--- config.mk ---
export PLATFORM = sky130hd
export DESIGN_NAME = operand_fwd_ctrl
export DESIGN_NICKNAME = d
export VERILOG_FILES = /design/src/rtl/mips_pkg.sv /design/src/rtl/operand_fwd_ctrl_decode.sv /design/src/rtl/operand_fwd_ctrl.sv
export SDC_FILE = /design/constraint.sdc
export NUM_CORES = 1
export LEC_CHECK = 0
export ABC_CLOCK_PERIOD_IN_PS = 3200
export CAP_MARGIN = 0
export CORE_ASPECT_RATIO = 0.9
export CORE_MARGIN = 5
export CORE_UTILIZATION = 40
export CTS_BUF_LIST = sky130_fd_sc_hd__clkbuf_8
export DETAILED_ROUTE_END_ITERATION = 12
export PLACE_DENSITY = 0.71
export SLEW_MARGIN = 20
export SYNTH_ARGS = -nofsm -noshare
export SYNTH_HDL_FRONTEND = slang
export SYNTH_SLANG_ARGS = --single-unit
--- constraint.sdc ---
create_clock -name clk -period 3.2 [get_ports clk]
set_input_delay 0.64 -clock clk [delete_from_list [all_inputs] [get_ports clk]]
set_output_delay 0.64 -clock clk [all_outputs]
set_load 0.05 [all_outputs]
--- src/rtl/mips_pkg.sv ---
// Shared MIPS encoding constants and the in-flight destination record used by
// the operand forwarding / interlock controller.
package mips_pkg;

    localparam logic [5:0] OP_RTYPE = 6'b000000;
    localparam logic [5:0] OP_J     = 6'b000010;
    localparam logic [5:0] OP_JAL   = 6'b000011;
    localparam logic [5:0] OP_BEQ   = 6'b000100;
    localparam logic [5:0] OP_BNE   = 6'b000101;
    localparam logic [5:0] OP_LUI   = 6'b001111;
    localparam logic [5:0] OP_LB    = 6'b100000;
    localparam logic [5:0] OP_LH    = 6'b100001;
    localparam logic [5:0] OP_LW    = 6'b100011;
    localparam logic [5:0] OP_LBU   = 6'b100100;
    localparam logic [5:0] OP_LHU   = 6'b100101;

    localparam logic [5:0] F_SLL     = 6'b000000;
    localparam logic [5:0] F_SRL     = 6'b000010;
    localparam logic [5:0] F_SRA     = 6'b000011;
    localparam logic [5:0] F_SRLV    = 6'b000110;
    localparam logic [5:0] F_SRAV    = 6'b000111;
    localparam logic [5:0] F_JR      = 6'b001000;
    localparam logic [5:0] F_SYSCALL = 6'b001100;
    localparam logic [5:0] F_ADD     = 6'b100000;
    localparam logic [5:0] F_ADDU    = 6'b100001;
    localparam logic [5:0] F_SUB     = 6'b100010;
    localparam logic [5:0] F_AND     = 6'b100100;
    localparam logic [5:0] F_OR      = 6'b100101;
    localparam logic [5:0] F_NOR     = 6'b100111;
    localparam logic [5:0] F_SLT     = 6'b101010;
    localparam logic [5:0] F_SLTU    = 6'b101011;

    localparam int DEC_AW = 5;

    localparam logic [DEC_AW-1:0] REG_ZERO = 5'd0;
    localparam logic [DEC_AW-1:0] REG_V0   = 5'd2;
    localparam logic [DEC_AW-1:0] REG_A0   = 5'd4;
    localparam logic [DEC_AW-1:0] REG_RA   = 5'd31;

    typedef struct packed {
        logic              valid;
        logic [DEC_AW-1:0] dest;
        logic              is_load;
    } fwd_entry_t;

    function automatic logic is_store(input logic [5:0] op);
        return (op[5:3] == 3'b101);
    endfunction

endpackage

--- src/rtl/operand_fwd_ctrl_decode.sv ---
// Combinational source/destination decode of one MIPS instruction: read-port
// addresses with used flags, plus the destination register and load flag.
module instr_reg_decode
    import mips_pkg::*;
(
    input  logic [31:0]       instr,
    output logic [DEC_AW-1:0] ra_addr,
    output logic [DEC_AW-1:0] rb_addr,
    output logic              ra_used,
    output logic              rb_used,
    output logic [DEC_AW-1:0] dest,
    output logic              wr_en,
    output logic              is_load
);

    logic [5:0]        op_s;
    logic [5:0]        funct_s;
    logic [DEC_AW-1:0] rs_s;
    logic [DEC_AW-1:0] rt_s;
    logic [DEC_AW-1:0] rd_s;
    logic [DEC_AW-1:0] dest_raw_s;
    logic              load_s;
    logic              unused_shamt_s;

    assign op_s           = instr[31:26];
    assign funct_s        = instr[5:0];
    assign rs_s           = instr[25:21];
    assign rt_s           = instr[20:16];
    assign rd_s           = instr[15:11];
    assign unused_shamt_s = ^instr[10:6];

    // Source ports and raw destination per instruction class
    always_comb begin
        ra_addr    = rs_s;
        rb_addr    = rt_s;
        ra_used    = 1'b0;
        rb_used    = 1'b0;
        dest_raw_s = REG_ZERO;
        load_s     = 1'b0;
        case (op_s)
            OP_RTYPE: begin
                dest_raw_s = rd_s;
                case (funct_s)
                    F_ADD, F_ADDU, F_SUB, F_AND, F_OR, F_NOR, F_SLT, F_SLTU: begin
                        ra_used = 1'b1;
                        rb_used = 1'b1;
                    end
                    F_SLL, F_SRL, F_SRA: begin
                        ra_addr = rt_s;
                        ra_used = 1'b1;
                    end
                    F_SRLV, F_SRAV: begin
                        ra_addr = rt_s;
                        rb_addr = rs_s;
                        ra_used = 1'b1;
                        rb_used = 1'b1;
                    end
                    F_JR: begin
                        ra_used    = 1'b1;
                        dest_raw_s = REG_ZERO;
                    end
                    F_SYSCALL: begin
                        ra_addr    = REG_V0;
                        rb_addr    = REG_A0;
                        ra_used    = 1'b1;
                        rb_used    = 1'b1;
                        dest_raw_s = REG_ZERO;
                    end
                    default: begin
                        ra_used = 1'b0;
                    end
                endcase
            end
            OP_J: begin
                dest_raw_s = REG_ZERO;
            end
            OP_JAL: begin
                dest_raw_s = REG_RA;
            end
            default: begin
                ra_used = (op_s != OP_LUI);
                rb_used = is_store(op_s) || (op_s == OP_BEQ) || (op_s == OP_BNE);
                case (op_s)
                    OP_LB, OP_LH, OP_LW, OP_LBU, OP_LHU: begin
                        dest_raw_s = rt_s;
                        load_s     = 1'b1;
                    end
                    default: begin
                        // addi..lui write rt; everything else has no destination
                        dest_raw_s = (op_s[5:3] == 3'b001) ? rt_s : REG_ZERO;
                    end
                endcase
            end
        endcase
    end

    assign dest    = dest_raw_s;
    assign wr_en   = (dest_raw_s != REG_ZERO);
    assign is_load = load_s & wr_en;

endmodule

--- src/rtl/operand_fwd_ctrl.sv ---
// ID-stage register-read select, forwarding select and load-use interlock,
// driven by a shadow pipe of in-flight destinations (entry 1 = EX).
module operand_fwd_ctrl
    import mips_pkg::*;
#(
    parameter int NUM_FWD_STAGES = 3,
    parameter int LOAD_READY     = 2,
    parameter int REG_AW         = 5,
    parameter int FWD_W          = $clog2(NUM_FWD_STAGES + 1)
) (
    input  logic              clk,
    input  logic              rst_n,
    input  logic              id_valid,
    input  logic [31:0]       id_instr,
    input  logic              stall_in,
    input  logic              flush,
    output logic [REG_AW-1:0] ra_addr,
    output logic [REG_AW-1:0] rb_addr,
    output logic              ra_used,
    output logic              rb_used,
    output logic [FWD_W-1:0]  fwd_a,
    output logic [FWD_W-1:0]  fwd_b,
    output logic              hazard_stall,
    output logic              issue,
    output logic [15:0]       stall_cnt
);

    logic [DEC_AW-1:0] dec_ra_s;
    logic [DEC_AW-1:0] dec_rb_s;
    logic              dec_ra_used_s;
    logic              dec_rb_used_s;
    logic [DEC_AW-1:0] dec_dest_s;
    logic              dec_wr_en_s;
    logic              dec_is_load_s;

    fwd_entry_t        pipe_q [1:NUM_FWD_STAGES];
    fwd_entry_t        pipe_d [1:NUM_FWD_STAGES];
    logic [15:0]       stall_cnt_q;
    logic [15:0]       stall_cnt_d;

    logic [FWD_W-1:0]  fwd_a_s;
    logic [FWD_W-1:0]  fwd_b_s;
    logic              ld_hz_s;

    instr_reg_decode u_dec (
        .instr   (id_instr),
        .ra_addr (dec_ra_s),
        .rb_addr (dec_rb_s),
        .ra_used (dec_ra_used_s),
        .rb_used (dec_rb_used_s),
        .dest    (dec_dest_s),
        .wr_en   (dec_wr_en_s),
        .is_load (dec_is_load_s)
    );

    // Scan oldest to youngest so the youngest matching stage wins
    always_comb begin
        fwd_a_s = '0;
        fwd_b_s = '0;
        ld_hz_s = 1'b0;
        for (int k = NUM_FWD_STAGES; k >= 1; k--) begin
            logic hit_a;
            logic hit_b;
            hit_a   = pipe_q[k].valid && dec_ra_used_s && (dec_ra_s != REG_ZERO)
                      && (pipe_q[k].dest == dec_ra_s);
            hit_b   = pipe_q[k].valid && dec_rb_used_s && (dec_rb_s != REG_ZERO)
                      && (pipe_q[k].dest == dec_rb_s);
            fwd_a_s = hit_a ? FWD_W'(k) : fwd_a_s;
            fwd_b_s = hit_b ? FWD_W'(k) : fwd_b_s;
            ld_hz_s = ld_hz_s | ((hit_a | hit_b) & pipe_q[k].is_load & (k < LOAD_READY));
        end
    end

    assign ra_addr      = REG_AW'(dec_ra_s);
    assign rb_addr      = REG_AW'(dec_rb_s);
    assign ra_used      = dec_ra_used_s;
    assign rb_used      = dec_rb_used_s;
    assign hazard_stall = rst_n & id_valid & ~flush & ld_hz_s;
    assign issue        = rst_n & id_valid & ~hazard_stall & ~flush & ~stall_in;
    assign fwd_a        = rst_n ? fwd_a_s : '0;
    assign fwd_b        = rst_n ? fwd_b_s : '0;
    assign stall_cnt    = stall_cnt_q;

    // Next shadow-pipe contents and saturating stall counter
    always_comb begin
        pipe_d      = pipe_q;
        stall_cnt_d = stall_cnt_q;
        if (stall_in) begin
            pipe_d      = pipe_q;
            stall_cnt_d = stall_cnt_q;
        end else begin
            for (int k = NUM_FWD_STAGES; k >= 2; k--) begin
                pipe_d[k] = pipe_q[k-1];
            end
            pipe_d[1].valid   = issue & dec_wr_en_s;
            pipe_d[1].dest    = issue ? dec_dest_s : REG_ZERO;
            pipe_d[1].is_load = issue & dec_is_load_s;
            if (hazard_stall && (stall_cnt_q != 16'hFFFF)) begin
                stall_cnt_d = stall_cnt_q + 16'd1;
            end else begin
                stall_cnt_d = stall_cnt_q;
            end
        end
    end

    // State registers with synchronous active-low reset
    always_ff @(posedge clk) begin
        if (!rst_n) begin
            for (int k = 1; k <= NUM_FWD_STAGES; k++) begin
                pipe_q[k] <= '0;
            end
            stall_cnt_q <= 16'd0;
        end else begin
            pipe_q      <= pipe_d;
            stall_cnt_q <= stall_cnt_d;
        end
    end

endmodule

==> impl_results.md <==
* Peak supply drop at 0.228 mV
* Core area at 0.00622 sq mm
* Syn nets at 356
* Reg clk slew, reported paths at 70 ps
* ANT nets after route at 0
* Synth Area in XOR/XNOR at 0.104
* Post-synthesis register bit count at 35
* Setup_tns at -9980 ps
* Layout cell share with drive strength beyond 1 at 0.415
* Area fraction in compound gates after synthesis at 0.227
* Launching element type of the critical path: input port
* Vias per cell at 5.71
* Fmax at 261 MHz
* Simple-gate share of the synthesized area at 0.298
* Synth Warn # at 0
* Global-route wire length before repair at 14800 um
* Period utilisation layout at 1.20
* GRT Total Usage at 0.227
* Largest net degree at the start of global routing at 21
* Port bufs at 65
* CP required at 2560 ps
* Non-Filler Instances at 559
* RSZ-0062 raised after global routing: yes
* Dpl cells at 526
* Setup slack after layout at -633 ps
* Post-DP HPWL at 6500 um
* Least-Margin Pin Slew at 606 ps
* Post-Synth Adder-Cell Area at 0.00481
* I/O Pins at 71
* WL final at 10300 um
* Vias in the first global route at 3092
* Vias at 3193
* Unique masters post-synth at 57
* Hold crit path type: flip-flop to flip-flop
* Drc violations at 0
* Starting density of the core at 0.419
* Most used flip-flop cell after synthesis: dfxtp_1
* Status: finished with violations
* Failing checks: negative setup slack
* # nets final at 509
* MaxCap Viol Count at 0
* Top cell type's share of synthesized area at 0.269
* Setup CP Type: input port to output port
* Mapped cell area at 0.00260 sq mm
* Post-synth top area cell: dfxtp_1
* Final Setup Violations at 27
* Die Area at 0.00822 sq mm
* EDFF count, synth at 0
* Initial DRC count at 227
* CTS tree: yes
* Register area at 701 sq um
* Crit end category: output port
* CTS Buffer Depth at 2
* Hold_ws at 509 ps
* Synth Instances at 318
* Diode count at 0
* Total CTS buffers at 5
* Die width at 95.0 um
* R2R Path Start: pipe_q[19]$_SDFFE_PN0N_
* CTS Root Buffer Type: clkbuf_8
* Row cnt at 27
* Critical path peak fanout at 6
* Multi-input logic area at 0.00214 sq mm
* Most instantiated cells after synthesis: dfxtp_1, nor2_1, a21oi_1
* Post-Place Setup Slack at -968 ps
* Most frequent cell after synthesis: dfxtp_1
* Synth area leaders: dfxtp_1, xor2_1, a21oi_1
* Filler cells at 443
* Crit path arrival time at 3190 ps
* Largest family of logic cells by synthesized area: simple AND/OR/NAND/NOR gates
* Synth-to-Final Area Change at 78.6%
* Relative slew slack at 0.593
* Post-synthesis mux area share at 0.0462
* Avg Cell Area, Syn at 8.18 sq um
* Initial DRT Pass Iterations at 8
* Worst setup startpoint: id_instr[28]
* Grt total ovfl at 0
* P_leak at 0.00185 uW
* Initial antenna violation count at 0
* Max Clock Skew at 3.66 ps
* Tmin final at 3830 ps
* Deepest level of the CTS H-tree at 2
* Chip height at 86.5 um
* Post-DR wirelength/cell at 18.5 um
* Pwr Total at 1190 uW
* Hold Violations, Final at 0
* Clock latency on the worst-skew pair at 290 ps
* Pwr/cell area at 257 mW/mm^2
* Launch point of the worst hold path: stall_cnt[3]$_SDFFE_PN0P_
* CTS sink cnt at 35
* Asr flop ratio synth at 0
* Post-synthesis sequential area ratio at 0.269
* RePlAce Congestion at 0.990
* Slew Limit Fails at 0
[layout by cell type, fill, tap and decap left out, types with 5 or more instances in the layout]
cell             netlist  layout
buf_4                  2      82
buf_2                  1       7
a21oi_1               26      20
buf_12                 0      14
nand2_1               19      18
nor2_1                32      30
inv_1                 15      14
mux2i_1               12      12
nand4_1               11      11
xnor2_1               13      11
buf_6                  3      16
clkdlybuf4s50_1        0      34
or3_1                 11       7
clkbuf_8               0       5
o21ai_0               22      17
xor2_1                18      18
dfxtp_1               35      35
and2_1                 5       5
nand3_1                9       8
a21oi_2                0       6
[final timing paths]
kind | end | slack (ps) | cells past startpoint
worst max-delay path | issue | -630 | 13
worst min-delay path | stall_cnt[3]$_SDFFE_PN0P_ | 510 | 2
worst max register to register | stall_cnt[5]$_SDFFE_PN0P_ | 560 | 10
worst min register to register | stall_cnt[3]$_SDFFE_PN0P_ | 510 | 2
[logic make-up after synthesis]
logic type | count (synthesis)
buffers and inverters | 27
and+or+nand+nor | 130
adders and majority gates | 1
AOI/OAI and AO/OA | 82
muxes | 12
DFF | 35
xor gates and xnor gates | 31
[repair_timing]
action                     CTS  global route
cloned                       1             1
hold endpoints to repair     0             0
hold buffers                 0             0
resized for setup           95            40
pin swaps                   30            20
setup endpoints to repair   32            25
setup buffers               19             8
[power breakdown]
group / leakage, uW / switching [uW] / internal [uW]
Sequential: 0.000282 / 3.01 / 437
Combinational: 0.00151 / 182 / 169
Clock: 0.0000581 / 171 / 232
[area by class of cell]
cell class	count	area share
multi-input cells	256	0.461
repair buffers	158	0.328
flip-flops and latches	35	0.151
well taps	87	0.0234
clock buffers	5	0.0148
inverters	15	0.0129
clock inverters	3	0.00942
[critical path: stages]
cell and delay (ps):
buf_8 100, nor4_4 390, o2111ai_4 250, buf_4 200, a22oi_1 240, or4b_4 520
nand3_4 90, buf_4 130, nor4_4 50, o21ai_2 190, nand2_2 120, clkinvlp_4 130
buf_12 130
[sequential cells by signal, summed over array words and instances (netlist names)]
signal / flops
stall_cnt: 16
pipe_q: 19
[per-layer routing]
| layer | routed length [um] | GRT usage | vias up |
|---|---|---|---|
| li1 | - | - | 1474 |
| met1 | 4290 | 0.291 | 1528 |
| met2 | 5010 | 0.391 | 163 |
| met3 | 819 | 0.0434 | 28 |
| met4 | 230 | 0.0577 | 0 |
| met5 | 0 | 0 | - |
[metrics by stage]
step / instance area (sq um) / util
after floorplan: 2740 / -
after global placement: 4040 / 0.651
after detailed placement: 4040 / 0.651
after CTS: 4440 / 0.714
after global routing: 4650 / 0.748
final: 4650 / 0.748
(Power assumes the default switching activity.)
==> edit 1 (same settings) <==
Make the reset (`rst_n`) asynchronous in one clocked block. Comments in the files are not updated.
--- a/src/rtl/operand_fwd_ctrl.sv
+++ b/src/rtl/operand_fwd_ctrl.sv
@@ -104,7 +104,7 @@
     end
 
     // State registers with synchronous active-low reset
-    always_ff @(posedge clk) begin
+    always_ff @(posedge clk or negedge rst_n) begin
         if (!rst_n) begin
             for (int k = 1; k <= NUM_FWD_STAGES; k++) begin
                 pipe_q[k] <= '0;
Formal check against the unedited RTL: differs if rst_n is asserted again (counterexample within 4 cycles, from zero or initial values and one cycle with rst_n low); with rst_n held inactive, the same outputs for 4 cycles.
==> edit 1 against the original RTL <==
  * The flow still finishes with violations (setup timing)
  * Register-to-register slack improved by 0.23 ns
  * Largest power group unchanged
  * Sequential cell count did not move
  * Worst setup slack improved by 0.14 ns
  * Largest cell class unchanged
  * Combinational power fell by 6.0%
  * Total power fell by 3.3%
  * Routed wire length fell by 13%
  * Final area fell by 1.6%
  * Synthesized area rose by 0.58%
==> edit 1: results (changes against the original RTL) <==
outcome:
  violations: "setup timing"  # unchanged
  status: "complete, but fails checks"  # unchanged
timing:
  setup_viol: 21  # was 27
  worst_slack_ns: -0.4886  # was -0.6329 ns
  tightestPinTransition_ns: 0.5063  # was 0.6057 ns
  fin_skew_ns: 0.005477  # was 0.003656 ns
critical_path:
  path_max_fanout: 2  # was 6
  slowest_stage: "or4_4"  # was or4b_4
  critPathMaxStageDelay_ns: 0.56  # was 0.52 ns
  critPathArrivalTime_ns: 3.05  # was 3.19 ns
synthesis:
  ys_warn_count: 0  # unchanged
  ys_seq_area_share_pct: 33.46  # was 26.92%
  synth_common_cells: "xnor2_1 (36), dfrtp_1 (35), nand2_1 (24)"  # was dfxtp_1 (35), nor2_1 (32), a21oi_1 (26)
  synth-async-reset-ratio_pct: 100.0  # was 0%
  syn_nets: 317  # was 356
placed_design:
  gp_congestion: 0.9365  # was 0.9901
  pre_cts_slack_ns: -0.9762  # was -0.9677 ns
detailed_routing:
  wire_per_inst_um: 17.22  # was 18.51 µm
  drt_iter0_markers: 193  # was 227
  dr_total_vias: 2820  # was 3193
  drt_pass1_iterations: 5  # was 8
layout:
  drive_above_1_share_pct: 46.74  # was 41.53%
  layout.nets: 468  # was 509
power:
  p_leak_nw: 1.977  # was 1.848 nW
global_route:
  grt_usage_pct: 21.83  # was 22.71%
  grt_pass1_wl_um: 14070  # was 14830 µm
  grt_start_max_net_pins: 36  # was 21
clocking:
  htree_levels: 2  # unchanged
  cts_inserted_buffers: 5  # unchanged
## edit 1: where the power goes
group	internal (W)	switching (W)
Combinational	0.000162	0.000169
Sequential	0.000448	0.00000837
Clock	0.000225	0.000143
## edit 1: cell type report
type                            instances  area (µm²)
Timing Repair Buffer                  152        1419
Clock buffer                            5       68.82
Sequential cell                        35       875.8
Clock inverter                          2       33.78
Tap cell                               90       112.6
Multi-Input combinational cell        223        2013
Inverter                               13       52.55
Fill cell                             461        1906
## edit 1: path summary, 6_finish.rpt
| path | start | to | slack [ns] | cells past startpoint |
|---|---|---|---|---|
| worst min-delay path | stall_cnt[14] | stall_cnt[14] | 0.49 | 1 |
| max in group asynchronous | rst_n | stall_cnt[12] | 2.25 | 3 |
| worst max-delay path | id_instr[0] | hazard_stall | -0.49 | 11 |
| worst min register to register | stall_cnt[14] | stall_cnt[14] | 0.49 | 1 |
| worst max register to register | pipe_q[17] | stall_cnt[1] | 0.79 | 9 |
| min in group asynchronous | rst_n | pipe_q[2] | 0.64 | 3 |
## edit 1: cells by family (layout without fill, tap and decap cells)
| logic type | Yosys count | in the layout | synth area share, % |
|---|---|---|---|
| compound gates | 61 | 61 | 19.07 |
| flops | 35 | 35 | 33.46 |
| mux | 12 | 12 | 5.163 |
| simple gates | 106 | 106 | 23.61 |
| xor+xnor | 43 | 43 | 14.39 |
| fa+ha+maj | 1 | 1 | 0.4779 |
| buf+inv | 21 | 172 | 3.824 |
## edit 1: metal layers
metal | vias up | global-route usage, % | routed length, µm
met5 | - | 0 | 0
met4 | 0 | 3.408 | 37
met3 | 5 | 3.819 | 614
met2 | 118 | 34.01 | 4220
met1 | 1363 | 32.17 | 4083
li1 | 1334 | - | -
## edit 1: repair_timing
| action | 4_1_cts | 5_1_grt |
|---|---|---|
| gates cloned | 1 | 0 |
| pin swaps | 21 | 23 |
| resized for setup | 67 | 30 |
| setup endpoints to repair | 37 | 21 |
| setup buffers | 11 | 7 |
## edit 1: stage by stage
stage | instance area, µm² | TNS (ns) | std cells
final | 4576 | -4.290 | 520
after global routing | 4576 | -5.579 | 520
after CTS | 4466 | -3.079 | 513
after detailed placement | 4080 | -19.91 | 494
after global placement | 4080 | -19.19 | 494
after floorplan | 2775 | -9.120 | 279
## edit 1: critical path, delay by kind of cell
kind                   cells  cell delay [ns]
AO/OA/AOI/OAI              3             0.67
AND/OR/NAND/NOR            6             1.49
buffers and inverters      2             0.25
==> edit 2 (same settings) <==
Made on the original files. Register the output `stall_cnt` once more, cleared by the reset; this adds one clock of latency there. The other outputs are not delayed to match.
--- a/src/rtl/operand_fwd_ctrl.sv
+++ b/src/rtl/operand_fwd_ctrl.sv
@@ -79,7 +79,13 @@
     assign issue        = rst_n & id_valid & ~hazard_stall & ~flush & ~stall_in;
     assign fwd_a        = rst_n ? fwd_a_s : '0;
     assign fwd_b        = rst_n ? fwd_b_s : '0;
-    assign stall_cnt    = stall_cnt_q;
+    always_ff @(posedge clk) begin
+        if (!rst_n) begin
+            stall_cnt <= '0;
+        end else begin
+            stall_cnt <= stall_cnt_q;
+        end
+    end
 
     // Next shadow-pipe contents and saturating stall counter
     always_comb begin
Function: changed (Yosys sat finds a counterexample within 4 cycles, from zero or initial values and one cycle with rst_n low).
==> edit 2 against the original RTL <==
  * Sequential cell count increased by 16
  * Die area increased by 21%
  * Synthesized area increased by 24%
  * The run still ends with setup timing left
  * Register-to-register slack got worse by 0.05 ns
  * Total power increased by 13%
  * First-iteration DRC count decreased by 26%
  * Clock skew increased by 0.0044 ns
  * Routed wire length increased by 3.7%
  * Worst setup slack got worse by 0.095 ns
  * Critical endpoint is now hazard_stall
  * Sequential power increased by 45%
  * Utilization decreased by 9.5 points
  * Fmax decreased by 2.4%
  * Final area increased by 12%
  * Clock power decreased by 7.4%
==> edit 2: results (changes against the original RTL) <==
outcome:
  status: "complete, but fails checks"  # unchanged
  violations: "setup timing"  # unchanged
placed_design:
  pre_cts_slack_ns: -1.190  # was -0.9677 ns
  dp_cells: 585  # was 526
  dpl_cell_area_mm2: 0.004629  # was 0.004044 mm²
  gp_congestion: 0.9280  # was 0.9901
synthesis:
  synthesis.instances: 364  # was 318
  synth_area_leaders: "dfxtp_1 (32%), xnor2_1 (5.7%), nor2b_1 (5.6%)"  # was dfxtp_1 (27%), xor2_1 (6.1%), a21oi_1 (5.0%)
  syn_nets: 402  # was 356
  synth_common_cells: "dfxtp_1 (51), nor2b_1 (29), and2_1 (22)"  # was dfxtp_1 (35), nor2_1 (32), a21oi_1 (26)
  synth.distinct_cells: 60  # was 57
  ys_seq_area_share_pct: 31.58  # was 26.92%
detailed_routing:
  routed_wirelength_um: 10730  # was 10350 µm
  wl_met2_um: 5232  # was 5013 µm
  drt_pass1_iterations: 4  # was 8
  wire_per_inst_um: 17.64  # was 18.51 µm
clocking:
  post_cts_buffers: 11  # was 19
  insertion_delay_ns: 0.31  # was 0.29 ns
  clkTransAtPathRegs_ns: 0.10  # was 0.07 ns
timing:
  setup_viol: 22  # was 27
  finalSetupTns_ns: -6.341  # was -9.981 ns
  max-slew-margin-rel_pct: 63.41  # was 59.31%
  worst_slack_ns: -0.7279  # was -0.6329 ns
  fin_skew_ns: 0.008050  # was 0.003656 ns
power:
  power.share.switching_pct: 28.89  # was 29.85%
  p_leak_nw: 2.058  # was 1.848 nW
  ir_drop_mv: 0.2256  # was 0.2278 mV
  power_w: 0.001345  # was 0.001194 W
layout:
  layout.nets: 546  # was 509
  area_delta_synth_final_pct: 60.49  # was 78.61%
  drive_above_1_share_pct: 38.70  # was 41.53%
  n_fill_cell: 587  # was 443
critical_path:
  worstSetupEndpoint: "hazard_stall"  # was issue
  reg2reg_from: "stall_cnt_q[3]"  # was pipe_q[19]
  critPathLaunch: "id_instr[26]"  # was id_instr[28]
  rr_endpoint: "stall_cnt_q[15]"  # was stall_cnt[5]
  path_max_fanout: 3  # was 6
  r2r_cells: 8  # was 10
global_route:
  grt_pass1_vias: 3287  # was 3092
  grt_pass1_wl_um: 16340  # was 14830 µm
  gr-usage-met2_pct: 33.39  # was 39.05%
  grt_usage_pct: 20.09  # was 22.71%
  grt_start_max_net_pins: 51  # was 21
  gr-usage-met1_pct: 26.50  # was 29.11%
## edit 2: cell types whose count changed in the layout (fill, tap and decap cells not counted), sizes merged, moves of 8 or more
| cell | unedited run | this run |
|---|---|---|
| and2 | 5 | 22 |
| xor2 | 18 | 7 |
| nor2b | 4 | 29 |
| and3 | 2 | 11 |
| dfxtp | 35 | 51 |
| xnor2 | 13 | 21 |
| nor2 | 33 | 12 |
| o21ai | 24 | 11 |
| mux2 | 0 | 15 |
## edit 2: cell families after synthesis
group                    synth area share [%]
adder cells (fa/ha/maj)                0.3869
AND/OR/NAND/NOR                         28.13
XOR/XNOR                                7.585
flip-flops                              31.58
buffers and inverters                   4.721
AO/OA/AOI/OAI                           17.42
multiplexers                            10.18
## edit 2: cell type report
| type | instances | area share (%) |
|---|---|---|
| Sequential cell | 51 | 19.68 |
| Tap cell | 99 | 2.387 |
| Clock buffer | 5 | 1.326 |
| Timing Repair Buffer | 154 | 28.29 |
| Clock inverter | 3 | 0.3858 |
| Multi-Input combinational cell | 284 | 47.07 |
| Inverter | 12 | 0.8681 |
## edit 2: critical path, stage by stage
cell	delay [ns]
buf_6	0.09
or3_4	0.39
or4_4	0.56
buf_4	0.16
nor3_2	0.16
o21bai_1	0.13
a2111oi_4	0.33
nand4_2	0.20
a21bo_4	0.28
nor3_4	0.17
buf_12	0.17
## edit 2: worst min-delay path by stage
stage | start | end | slack (ns) | depth (start not counted)
after CTS | stall_cnt_q[1] | stall_cnt[1] | 0.48 | 2
after global routing | stall_cnt_q[1] | stall_cnt[1] | 0.52 | 2
after detailed placement | stall_cnt_q[1] | stall_cnt[1] | 0.46 | 2
after global placement | stall_cnt_q[1] | stall_cnt[1] | 0.47 | 2
after floorplan | stall_cnt_q[1] | stall_cnt[1] | 0.44 | 2
final | stall_cnt_q[1] | stall_cnt[1] | 0.49 | 2
